**src/rtl/bt1_fifo_pkg.sv**
```systemverilog
// Shared constants for the per-channel slave FIFOs: default geometry and the
// status bit positions the register block uses for the sticky flags.
package bt1_fifo_pkg;

  localparam int DW_DEF       = 8;
  localparam int AW_DEF       = 5;
  localparam int STAT_OVF_BIT = 0;
  localparam int STAT_UDF_BIT = 1;

endpackage

```
**src/rtl/fifo_mem_2p.sv**
```systemverilog
// Simple dual-port storage array: synchronous write, registered synchronous
// read, no reset on either the array or the read register.
module fifo_mem_2p #(
  parameter int DW = 8,
  parameter int AW = 5
) (
  input  logic          clk,
  input  logic          wr_en,
  input  logic [AW-1:0] wr_addr,
  input  logic [DW-1:0] wr_data,
  input  logic          rd_en,
  input  logic [AW-1:0] rd_addr,
  output logic [DW-1:0] rd_data
);

  logic [DW-1:0] mem [2**AW];

  always_ff @(posedge clk) begin
    if (wr_en) mem[wr_addr] <= wr_data;
    if (rd_en) rd_data <= mem[rd_addr];
  end

endmodule

```
**src/rtl/slave_fifo_param.sv**
```systemverilog
// Parametrised slave FIFO between a channel source and the bus arbiter, with
// watermark/age-timeout request generation and sticky overflow/underflow.
module slave_fifo_param
  import bt1_fifo_pkg::*;
#(
  parameter int DW     = DW_DEF,
  parameter int AW     = AW_DEF,
  parameter int REQ_TH = 1,
  parameter int TMO    = 16
) (
  input  logic          clk_i,
  input  logic          rstn_i,
  input  logic [DW-1:0] chx_data_i,
  input  logic          chx_valid_i,
  output logic          chx_ready_o,
  input  logic          slvx_en_i,
  input  logic          flush_i,
  input  logic          ovf_clr_i,
  input  logic          a2sx_ack_i,
  output logic          slvx_req_o,
  output logic          slvx_val_o,
  output logic [DW-1:0] slvx_data_o,
  output logic [AW:0]   level_o,
  output logic [AW:0]   margin_o,
  output logic          ovf_o,
  output logic          udf_o
);

  localparam int          DEPTH   = 2**AW;
  localparam int          TW      = (TMO > 0) ? $clog2(TMO + 1) : 1;
  localparam logic [AW:0] DEPTH_L = (AW+1)'(DEPTH);
  localparam logic [AW:0] REQ_LVL = (AW+1)'(REQ_TH);
  localparam logic [TW-1:0] AGE_MAX = TW'(TMO);

  logic [AW:0]   wr_ptr, rd_ptr, level;
  logic [TW-1:0] age_cnt;
  logic          full, empty, wr_en, rd_en, timed_out;
  logic          data_loaded;
  logic [DW-1:0] mem_rdata;

  assign full    = (wr_ptr[AW] != rd_ptr[AW]) && (wr_ptr[AW-1:0] == rd_ptr[AW-1:0]);
  assign empty   = (wr_ptr == rd_ptr);
  assign level   = wr_ptr - rd_ptr;
  assign level_o = level;
  assign margin_o = DEPTH_L - level;

  assign chx_ready_o = slvx_en_i & ~full & ~flush_i;
  assign wr_en       = chx_valid_i & chx_ready_o;
  assign rd_en       = a2sx_ack_i & ~empty & ~flush_i;

  assign timed_out  = (TMO != 0) && (age_cnt == AGE_MAX);
  assign slvx_req_o = ~empty & ((level >= REQ_LVL) | timed_out);

  always_ff @(posedge clk_i or negedge rstn_i) begin
    if (!rstn_i) begin
      wr_ptr <= '0;
      rd_ptr <= '0;
    end else if (flush_i) begin
      wr_ptr <= '0;
      rd_ptr <= '0;
    end else begin
      if (wr_en) wr_ptr <= wr_ptr + 1'b1;
      if (rd_en) rd_ptr <= rd_ptr + 1'b1;
    end
  end

  // Age counts how long unread data has been waiting; any read restarts it.
  always_ff @(posedge clk_i or negedge rstn_i) begin
    if (!rstn_i) begin
      age_cnt <= '0;
    end else if (flush_i || empty || rd_en) begin
      age_cnt <= '0;
    end else if (age_cnt != AGE_MAX) begin
      age_cnt <= age_cnt + 1'b1;
    end
  end

  always_ff @(posedge clk_i or negedge rstn_i) begin
    if (!rstn_i) begin
      slvx_val_o  <= 1'b0;
      data_loaded <= 1'b0;
    end else begin
      slvx_val_o <= rd_en;
      if (rd_en) data_loaded <= 1'b1;
    end
  end

  // Flush clears the sticky bits outright; otherwise a new event beats a clear.
  always_ff @(posedge clk_i or negedge rstn_i) begin
    if (!rstn_i) begin
      ovf_o <= 1'b0;
      udf_o <= 1'b0;
    end else if (flush_i) begin
      ovf_o <= 1'b0;
      udf_o <= 1'b0;
    end else begin
      if (chx_valid_i && slvx_en_i && full) ovf_o <= 1'b1;
      else if (ovf_clr_i)                   ovf_o <= 1'b0;
      if (a2sx_ack_i && empty)              udf_o <= 1'b1;
      else if (ovf_clr_i)                   udf_o <= 1'b0;
    end
  end

  fifo_mem_2p #(.DW(DW), .AW(AW)) u_mem (
    .clk     (clk_i),
    .wr_en   (wr_en),
    .wr_addr (wr_ptr[AW-1:0]),
    .wr_data (chx_data_i),
    .rd_en   (rd_en),
    .rd_addr (rd_ptr[AW-1:0]),
    .rd_data (mem_rdata)
  );

  // The array read register has no reset, so mask it until the first read.
  assign slvx_data_o = data_loaded ? mem_rdata : '0;

endmodule

```
**config.mk**
```make
export PLATFORM = sky130hd
export DESIGN_NAME = slave_fifo_param
export DESIGN_NICKNAME = d
export VERILOG_FILES = /design/src/rtl/bt1_fifo_pkg.sv /design/src/rtl/fifo_mem_2p.sv /design/src/rtl/slave_fifo_param.sv
export SDC_FILE = /design/constraint.sdc
export NUM_CORES = 1
export LEC_CHECK = 0
export ABC_AREA = 1
export CORE_ASPECT_RATIO = 0.6
export CORE_MARGIN = 4
export CORE_UTILIZATION = 55
export CTS_CLUSTER_DIAMETER = 100
export DETAILED_ROUTE_END_ITERATION = 7
export PLACE_DENSITY_LB_ADDON = 0.08
export SYNTH_ARGS = -nofsm -noshare
export SYNTH_HDL_FRONTEND = slang
export SYNTH_SLANG_ARGS = --single-unit
```
**constraint.sdc**
```tcl
create_clock -name clk_i -period 2.6 [get_ports clk_i]
set_input_delay 0.52 -clock clk_i [delete_from_list [all_inputs] [get_ports clk_i]]
set_output_delay 0.52 -clock clk_i [all_outputs]
set_load 0.01 [all_outputs]
```
Word level (Yosys, flattened, before mapping)
Memory sizes are Yosys's and may differ from the RTL's. A register that Yosys moved wholly into a read port is not among the register bits.
Cells that the tools add are included.

storage, ports and cells
  register bits after elaboration = 21
  bits in latches = 0
  bits in writable memories = 256
  memory bits (read-only) = 0
  input port bits = 15
  output and inout bits = 25
  word-level logic and storage cells = 54
  memories kept = 1

operators by class
  $add $sub $neg = 5
  multiply operators = 0
  div/mod/pow operators = 0
  order comparisons = 1
  eq/ne operators = 5
  shift-type cells = 0
  multiplexer cells = 14
  bitwise operators = 10
  reductions and logical operators = 11

memories
  name       words  bits a word  read ports  clocked after memory_dff  write ports  line               RTL
  u_mem.mem  32     8            1           1                         1            fifo_mem_2p.sv:16  logic [DW-1:0] mem [2**AW];

operator list
  cell                   count
  $mux W6                4
  $add A6 B1 Y6 const B  2
  $mux W5                2
  $mux W8                1
  $mux W1                7
  $and A1 B1 Y1          6
  $eq A6 B6 Y1           1
  $ge A6 B1 Y1 const B   1
  $reduce_bool A2 Y1     3
  $reduce_bool A3 Y1     2
  $sub A6 B6 Y6          1
  $sub A6 B6 Y6 const A  1
  $add A5 B1 Y5 const B  1
  $eq A5 B5 Y1           1
  $eq A5 B5 Y1 const B   1
  $ne A5 B5 Y1 const B   1
  $logic_and A1 B1 Y1    4
  $not A1 Y1             3
  $logic_or A1 B1 Y1     2
  $ne A1 B1 Y1           1
  $or A1 B1 Y1           1

Depth between registers and ports, before layout
Gate-level depths: netlist (run 1).

  depth after elaboration = 8
  mapped depth = 14
  mapped depth without buffers = 12

By module
Synthesis (run 1) repeated with hierarchy kept, for this count alone.

second synthesis, totals
  cell total of the unflattened synthesis = 1135
  area total of the unflattened synthesis = 12405.6 um2

modules (own cells, without submodules)
  module            instances  cells each  area an instance (um2)  seq. area each (um2)
  fifo_mem_2p       1          922         10866.7                 7927.6
  slave_fifo_param  1          213         1539.0                  525.5

Worst setup path after synthesis (run 1)
Ideal clock, no wire load.

  path kind = register to register
  start = register rd_ptr[3]
  end = memory u_mem.mem[7][0] (enable)
  setup time = 0.385 ns
  arrival = 2.414 ns
  required time = 2.215 ns
  slack = -0.200 ns
  cell stages (with the launch flop) = 10
  buffers on the path = 2
  clock period less this slack = 2.800 ns
  path through = dfrtp_1 > buf_2 > clkinv_1 > buf_2 > ha_1 > nand2_1 > nor2_2 > nand2_2 > nand4_1 > nor3b_1

between the ends
  word-level cells in the longest chain between the ends = 8

RTL lines
  element                        line                    RTL
  start: declaration             slave_fifo_param.sv:35  logic [AW:0] wr_ptr, rd_ptr, level;
  start signal: assignment       slave_fifo_param.sv:63  if (rd_en) rd_ptr <= rd_ptr + 1'b1;
  $eq A5 B5 Y1                   slave_fifo_param.sv:41  assign full = (wr_ptr[AW] != rd_ptr[AW]) && (wr_ptr[AW-1:0] == rd_ptr[AW-1:0]);
  $logic_and A1 B1 Y1            slave_fifo_param.sv:41
  $not A1 Y1                     slave_fifo_param.sv:47  assign chx_ready_o = slvx_en_i & ~full & ~flush_i;
  $and A1 B1 Y1 (2 in a row)     slave_fifo_param.sv:47
  $and A1 B1 Y1                  slave_fifo_param.sv:48  assign wr_en = chx_valid_i & chx_ready_o;
  $mux W1                        fifo_mem_2p.sv:19       if (wr_en) mem[wr_addr] <= wr_data;
  $mux W1 (not written as such)  fifo_mem_2p.sv:19
  end: declaration               fifo_mem_2p.sv:16

Every way passes these cells.

Worst setup path in the final report (run 1)
  start = register wr_ptr[0]
  end = output port slvx_req_o

between the ends
  word-level cells in the longest chain between the ends = 4
  elaborated cells between the ends (all ways) = 6
  classes of those cells = add/sub (1); order compare (1); eq/ne (1); bitwise (3)

RTL lines
  element                   line                    RTL
  start: declaration        slave_fifo_param.sv:35
  start signal: assignment  slave_fifo_param.sv:62  if (wr_en) wr_ptr <= wr_ptr + 1'b1;
  $sub A6 B6 Y6             slave_fifo_param.sv:43  assign level = wr_ptr - rd_ptr;
  $ge A6 B1 Y1              slave_fifo_param.sv:52  assign slvx_req_o = ~empty & ((level >= REQ_LVL) | timed_out);
  $or A1 B1 Y1              slave_fifo_param.sv:52
  $and A1 B1 Y1 (*)         slave_fifo_param.sv:52
  end: declaration          slave_fifo_param.sv:20  output logic slvx_req_o,

Every way passes the cells marked *; elsewhere a longest branch is shown, timed or not.

==> results of run 1 <==
==> flip-flops by register name, indices dropped and copies added, names as in the netlist <==
signal and flops:
wr_ptr 6, rd_ptr 6, udf_o 1, data_loaded 1
ovf_o 1, slvx_val_o 1, age_cnt 5, u_mem.mem 256
u_mem.rd_data 8
==> timing repair <==
item / 4_1_cts / 5_1_grt
setup endpoints to repair: 12 / 56
buffers inserted: 12 / 3
resized for setup: 82 / 31
pin swaps: 14 / 16
gates cloned: 0 / 0
==> power breakdown <==
part / total, W / leakage (nW) / internal, W / switching, W
sequential: 0.00507 / 2.65 / 0.00505 / 0.0000173
combinational: 0.00189 / 3.70 / 0.000717 / 0.00118
clock: 0.00396 / 0.428 / 0.00230 / 0.00166
total: 0.0109 / 6.78 / 0.00807 / 0.00286
==> logic make-up after synthesis <==
kind of cell / share of synthesized area (%)
XOR/XNOR: 0.7291
AO/OA/AOI/OAI: 0.9848
AND/OR/NAND/NOR: 23.70
adder cells (fa/ha/maj): 1.477
flip-flops: 63.98
buffers and inverters: 9.129
==> critical path: stages, from the launching register on <==
cell	delay (ns)
dfrtp_1	0.40
inv_2	0.09
ha_4	0.13
inv_4	0.03
fa_2	0.55
inv_2	0.05
buf_6	0.11
ha_4	0.16
a31oi_4	0.15
nand3_2	0.10
nor2_2	0.10
nor2_1	0.05
buf_2	0.13
==> through the flow <==
step                      std cells  hold WS, ns  power, W
after CTS                      1792       0.3321   0.01086
after global routing           1795       0.3512   0.01137
after detailed placement       1732       0.5137  0.006892
final                          1795       0.3381   0.01092
after floorplan                1361       0.2244  0.006197
after global placement         1732       0.5108  0.006870
==> worst min-delay path by stage <==
stage / endpoint / cells after the start / from / slack [ns]
global route: rd_ptr[2] / 2 / rstn_i / 0.35
floorplan: age_cnt[0] / 0 / rstn_i / 0.22
global placement: ovf_o / 2 / ovf_o / 0.51
CTS: udf_o / 2 / rstn_i / 0.33
detailed placement: ovf_o / 2 / ovf_o / 0.51
finish: slvx_val_o / 2 / rstn_i / 0.34
==> final cells by class <==
cell class	count	share of cell area, %
clock buffer	38	4.821
inverter	236	5.815
timing repair buffer	129	7.099
tap	315	2.544
clock inverter	10	0.8642
sequential	285	54.60
multi-input combinational	782	24.25
==> metal layers <==
metal	routed length, um	vias to the layer above
li1	-	4523
met3	2935	50
met5	0	-
met1	14900	4348
met2	13780	369
met4	614	0
==> cell usage in the layout (no fill, tap or decap), types with 2 or more instances in the layout <==
| cell | Yosys | final |
|---|---|---|
| nand2_1 | 450 | 442 |
| edfxtp_1 | 264 | 264 |
| inv_1 | 231 | 222 |
| nand3_1 | 171 | 168 |
| buf_4 | 9 | 78 |
| nor2_1 | 60 | 56 |
| clkbuf_16 | 0 | 27 |
| clkdlybuf4s50_1 | 0 | 27 |
| or2_1 | 25 | 25 |
| dfrtp_1 | 21 | 18 |
| nand2_2 | 6 | 12 |
| buf_6 | 4 | 11 |
| xor2_1 | 11 | 10 |
| o21ai_0 | 11 | 10 |
| o21ai_1 | 9 | 9 |
| buf_2 | 29 | 9 |
| inv_2 | 2 | 8 |
| clkbuf_1 | 13 | 8 |
| ha_4 | 0 | 7 |
| ha_1 | 14 | 7 |
| nand4_1 | 5 | 5 |
| inv_4 | 1 | 4 |
| clkinv_2 | 0 | 4 |
| nand3_2 | 1 | 4 |
| nor2_2 | 1 | 4 |
| nor3_1 | 5 | 4 |
| a21oi_1 | 3 | 3 |
| nand3_4 | 3 | 3 |
| bufinv_16 | 0 | 3 |
| clkbuf_8 | 0 | 3 |
| buf_12 | 0 | 3 |
| clkinvlp_4 | 0 | 2 |
| nand3b_1 | 2 | 2 |
| nand2_4 | 0 | 2 |
| clkinv_4 | 0 | 2 |
| dfrtp_2 | 0 | 2 |
==> results.toml, run 1 <==
[detailed_routing]
final_antenna_net_count = 0
viasPerCell = 5.175
finalWirelength_mm = 32.22
drt_iter0_drc = 951
drc_errors = 0
vias = 9290
wl_per_cell_um = 17.95
first_pass_iters = 5

[clock_network]
insertion_delay_ns = 0.54
path_clk_slew_ns = 0.06
cts_tree = "built"
cts_made_buffers = 27
hold_buffers = 0
clock_path_buffers = 3
htreeDepth = 1
cts.sink_count = 285
cts-root-buf = "clkbuf_16"

[place]
dp_hpwl_mm = 19.19
place_congestion = 0.8227
preCtsSetupSlack_ns = -0.3620
io_buffers = 39
place_area_mm2 = 0.01429

[worst_setup_path]
ff2ff_setup_slack_ns = 0.14
cp.arrival_ns = 2.57
crit-reg2reg-launch = "rd_ptr[1]"
r2r_end = "u_mem.mem[19][5]"
critPathMaxFanout = 2
cp-end-kind = "primary output"
startpoint_type = "register"
crit_start = "wr_ptr[0]"
worstRegToRegCells = 10
path_class = "register to primary output"
cp.required_ns = 2.08
timing.critical_path.to = "slvx_req_o"

[power]
ir_drop_mv = 0.5594
p_leak_nw = 6.784
power_density_mw_per_mm2 = 705.2

[cells_and_area]
multi_input_area_mm2 = 0.003757
nNetsFinal = 1491
antenna_cells = 0
drive_above_1_share_pct = 13.45
syn2layout_area_growth_pct = 17.25
fin_util_pct = 66.35
fin_area_mm2 = 0.01549
seq_area_mm2 = 0.008459
fillers = 1839

[global_routing]
grt.met3_usage_pct = 3.937
antenna_found_initial = 0
grt.overflow.total = 0
grt_pass1_vias = 8635
grt_max_degree = 97
globalRouteTotalUtil_pct = 24.05
grt_use_met2_pct = 36.08
grt_pass1_wl_mm = 49.68
grt.met1_usage_pct = 37.67
busiest_layer = "met1"

[logic_synthesis]
synth_edf_count = 264
synthTopCellsByArea = "edfxtp_1, nand2_1, inv_1, nand3_1, dfrtp_1"
synth_top_flop_cell = "edfxtp_1"
synth-seq-area-share_pct = 63.98
synth_nets = 1391
synth_seq_cells = 285
async_reset_ff_share_pct = 7.368
synth.most_common_cell = "nand2_1"
yosysUniqueCellTypes = 32
synthTopCellsByCount = "nand2_1, edfxtp_1, inv_1"
postSynthAreaPerCell_um2 = 9.708
synth_warnings = 0
syn_area_mm2 = 0.01321
synth_largest_area_cell = "edfxtp_1"
synth_top_area_share_pct = 60.00
synthCells = 1361

[sta]
finalSetupTns_ns = -2.392
setup_viol = 9
fmax_ghz = 0.3231
layout_setup_ws_ns = -0.4950
tightestPinTransition_ns = 1.065
slew_headroom_pct = 28.73
slew_violations = 0
finClkSkew_ns = 0.009999
period_share_pct = 119.0
finalHoldViolations = 0
rsz0062_at_grt = "true"
finalCriticalPeriod_ns = 3.095

[floorplan]
initial_core_util_pct = 56.59
die_x_um = 208.1
ios = 40
core-area_mm2 = 0.02335
row_count = 43
die_area_mm2 = 0.02665
die_y_um = 128.1

[hold_path]
hold_class = "input pin to async pin"

[outcome]
run_status = "complete, but fails checks"
violations = "setup timing"

[job]
drv_cap = 0
Power figures use the tool's default switching activity.
==> inputs of run 2 (changes only) <==
--- a/config.mk
+++ b/config.mk
@@ -5,7 +5,7 @@
 export SDC_FILE = /design/constraint.sdc
 export NUM_CORES = 1
 export LEC_CHECK = 0
-export ABC_AREA = 1
+export ABC_AREA = 0
 export CORE_ASPECT_RATIO = 0.6
 export CORE_MARGIN = 4
 export CORE_UTILIZATION = 55
==> results.toml, run 2 <==
[clock_network]
insertion_delay_ns = 0.51
path_clk_slew_ns = 0.06
cts_made_buffers = 25
hold_buffers = 0
cts_tree = "built"
cts.sink_count = 285
clock_path_buffers = 3
htreeDepth = 1
cts-root-buf = "clkbuf_16"

[cells_and_area]
syn2layout_area_growth_pct = 20.77
fillers = 1325
layout.cells.non_filler = 1040
drive_above_1_share_pct = 33.77
nNetsFinal = 780
reg_top3 = "u_mem.mem x256, u_mem.rd_data x8"
largest_register_ffs = 256
antenna_cells = 0
largest-register = "u_mem.mem"
fin_area_mm2 = 0.01384
fin_util_pct = 68.47
layout_common_cells = "edfxtp_1, buf_4, mux4_2"
layout_commonest_cell = "edfxtp_1"

[logic_synthesis]
syn_area_mm2 = 0.01146
postSynthAreaPerCell_um2 = 19.14
synth.most_common_cell = "edfxtp_1"
synthTopCellsByArea = "edfxtp_1, mux4_2, dfrtp_1, nor2_1, o22ai_1"
synth_top_flop_cell = "edfxtp_1"
synth_seq_cells = 285
synth_largest_area_cell = "edfxtp_1"
synth_nets = 629
synthXorXnorAreaFrac_pct = 1.746
synth_edf_count = 264
yosysUniqueCellTypes = 50
synth_warnings = 0
synth_compound_area_share_pct = 2.740
synthCells = 599
synth-adder-area-share_pct = 1.703
synth-seq-area-share_pct = 73.74
muxShareOfSynthArea_pct = 12.75
synth_top_area_share_pct = 69.16
async_reset_ff_share_pct = 7.368
yosys.area_share.simple_pct = 5.534
synthTopCellsByCount = "edfxtp_1, mux4_2, nor2_1"
synth_top_family_by_area = "multiplexers"

[worst_setup_path]
cp-end-kind = "primary output"
cpPeakStageDelay_ns = 0.49
path_class = "register to primary output"
cp.arrival_ns = 2.88
cp_num_cells = 10
crit-reg2reg-launch = "wr_ptr[1]"
timing.critical_path.to = "margin_o[4]"
path_cells = "ha_4 > inv_2 > fa_2 > inv_2 > ha_4 > or4b_4 > nand3b_1 > buf_4 > xnor2_2 > buf_2"
cp.required_ns = 2.08
critPathMaxFanout = 3
critPathSlowestCell = "dfrtp_4"
crit_start = "rd_ptr[0]"
worst-path-buf-inv = 4
r2r_end = "u_mem.mem[14][7]"
worstRegToRegCells = 11
ff2ff_setup_slack_ns = 0.12
path_delay_family = "adder cells"
startpoint_type = "register"

[power]
p_leak_nw = 4.610
ir_drop_mv = 0.6289
power_density_mw_per_mm2 = 731.7
totalPowerFinal_w = 0.01013

[global_routing]
grt_pass1_vias = 6348
antenna_found_initial = 0
grt_pass1_wl_mm = 39.39
grt.overflow.total = 0
grt_max_degree = 53
globalRouteTotalUtil_pct = 22.46

[detailed_routing]
viasPerCell = 6.026
drc_errors = 0
vias = 6267
drt_iter0_drc = 665
first_pass_iters = 5
final_antenna_net_count = 0
wl_per_cell_um = 24.71
finalWirelength_mm = 25.70

[sta]
slew_violations = 0
setup_viol = 10
finalSetupTns_ns = -3.539
tightestPinTransition_ns = 0.7718
layout_setup_ws_ns = -0.8023
fmax_ghz = 0.2939
finClkSkew_ns = 0.007885
finalCriticalPeriod_ns = 3.402
finalHoldViolations = 0
period_share_pct = 130.9
rsz0062_at_grt = "true"
slew_headroom_pct = 48.55

[floorplan]
row_count = 40
core-area_mm2 = 0.02022
die_x_um = 194.4
die_area_mm2 = 0.02329
ios = 40
initial_core_util_pct = 56.70
die_y_um = 119.8

[outcome]
violations = "setup timing"
run_status = "complete, but fails checks"

[place]
dp_hpwl_mm = 16.80
place_area_mm2 = 0.01280
dp.cells = 980
place_congestion = 1.002
io_buffers = 39

[job]
drv_cap = 0

[hold_path]
hold_class = "input pin to async pin"
-- run 2: kinds of logic after synthesis --
kind of cell               Yosys count
AOI/OAI and AO/OA                   49
xor gates and xnor gates            22
and+or+nand+nor                    125
DFF                                285
adders and majority gates           15
muxes                               66
buffers and inverters               37
-- run 2: power by group --
| group | total, W | switching, W | leakage [nW] | internal [W] |
|---|---|---|---|---|
| Sequential | 0.00506 | 0.0000158 | 2.66 | 0.00504 |
| Clock | 0.00350 | 0.00154 | 0.378 | 0.00196 |
| Combinational | 0.00157 | 0.000737 | 1.58 | 0.000832 |
-- run 2: how the worst min path moves through the flow --
stage | start | to | cells after the start
6_report | rstn_i | wr_ptr[1] | 1
2_1_floorplan | rstn_i | age_cnt[0] | 0
3_3_place_gp | ovf_o | ovf_o | 2
4_1_cts | rstn_i | slvx_val_o | 1
3_5_place_dp | ovf_o | ovf_o | 2
5_1_grt | rstn_i | wr_ptr[1] | 1
-- run 2: routing by layer --
| metal | wire [um] | part of all wire, % | GRT usage, % | vias to the layer above |
|---|---|---|---|---|
| met5 | 0 | 0 | 0 | - |
| met4 | 768 | 3.0 | 6.321 | 0 |
| met3 | 2024 | 7.9 | 5.247 | 56 |
| met2 | 11090 | 43 | 31.85 | 227 |
| met1 | 11820 | 46 | 35.44 | 3261 |
| li1 | - | - | - | 2723 |
-- run 2: per-stage QoR --
step	hold slack, ns	setup slack, ns
CTS	0.3914	-0.7392
detailed placement	0.5201	-0.6203
global placement	0.5055	-0.5639
floorplan	0.2244	-0.08567
global route	0.4331	-0.9030
finish	0.3966	-0.8023
-- run 2: final cells by class --
cell class              count  area [um2]  share of cell area [%]
inverters                  14       53.80                  0.3886
well taps                 273       341.6                   2.467
clock buffers              27       633.1                   4.573
repair buffers            147        1239                   8.947
clock inverters            17       136.4                  0.9851
flip-flops and latches    285        8458                   61.09
multi-input cells         277        2983                   21.55
-- run 2: repair_timing --
item / 4_1_cts / 5_1_grt
setup endpoints to repair: 268 / 52
resized for setup: 71 / 25
buffers inserted: 11 / 7
pin swaps: 15 / 7
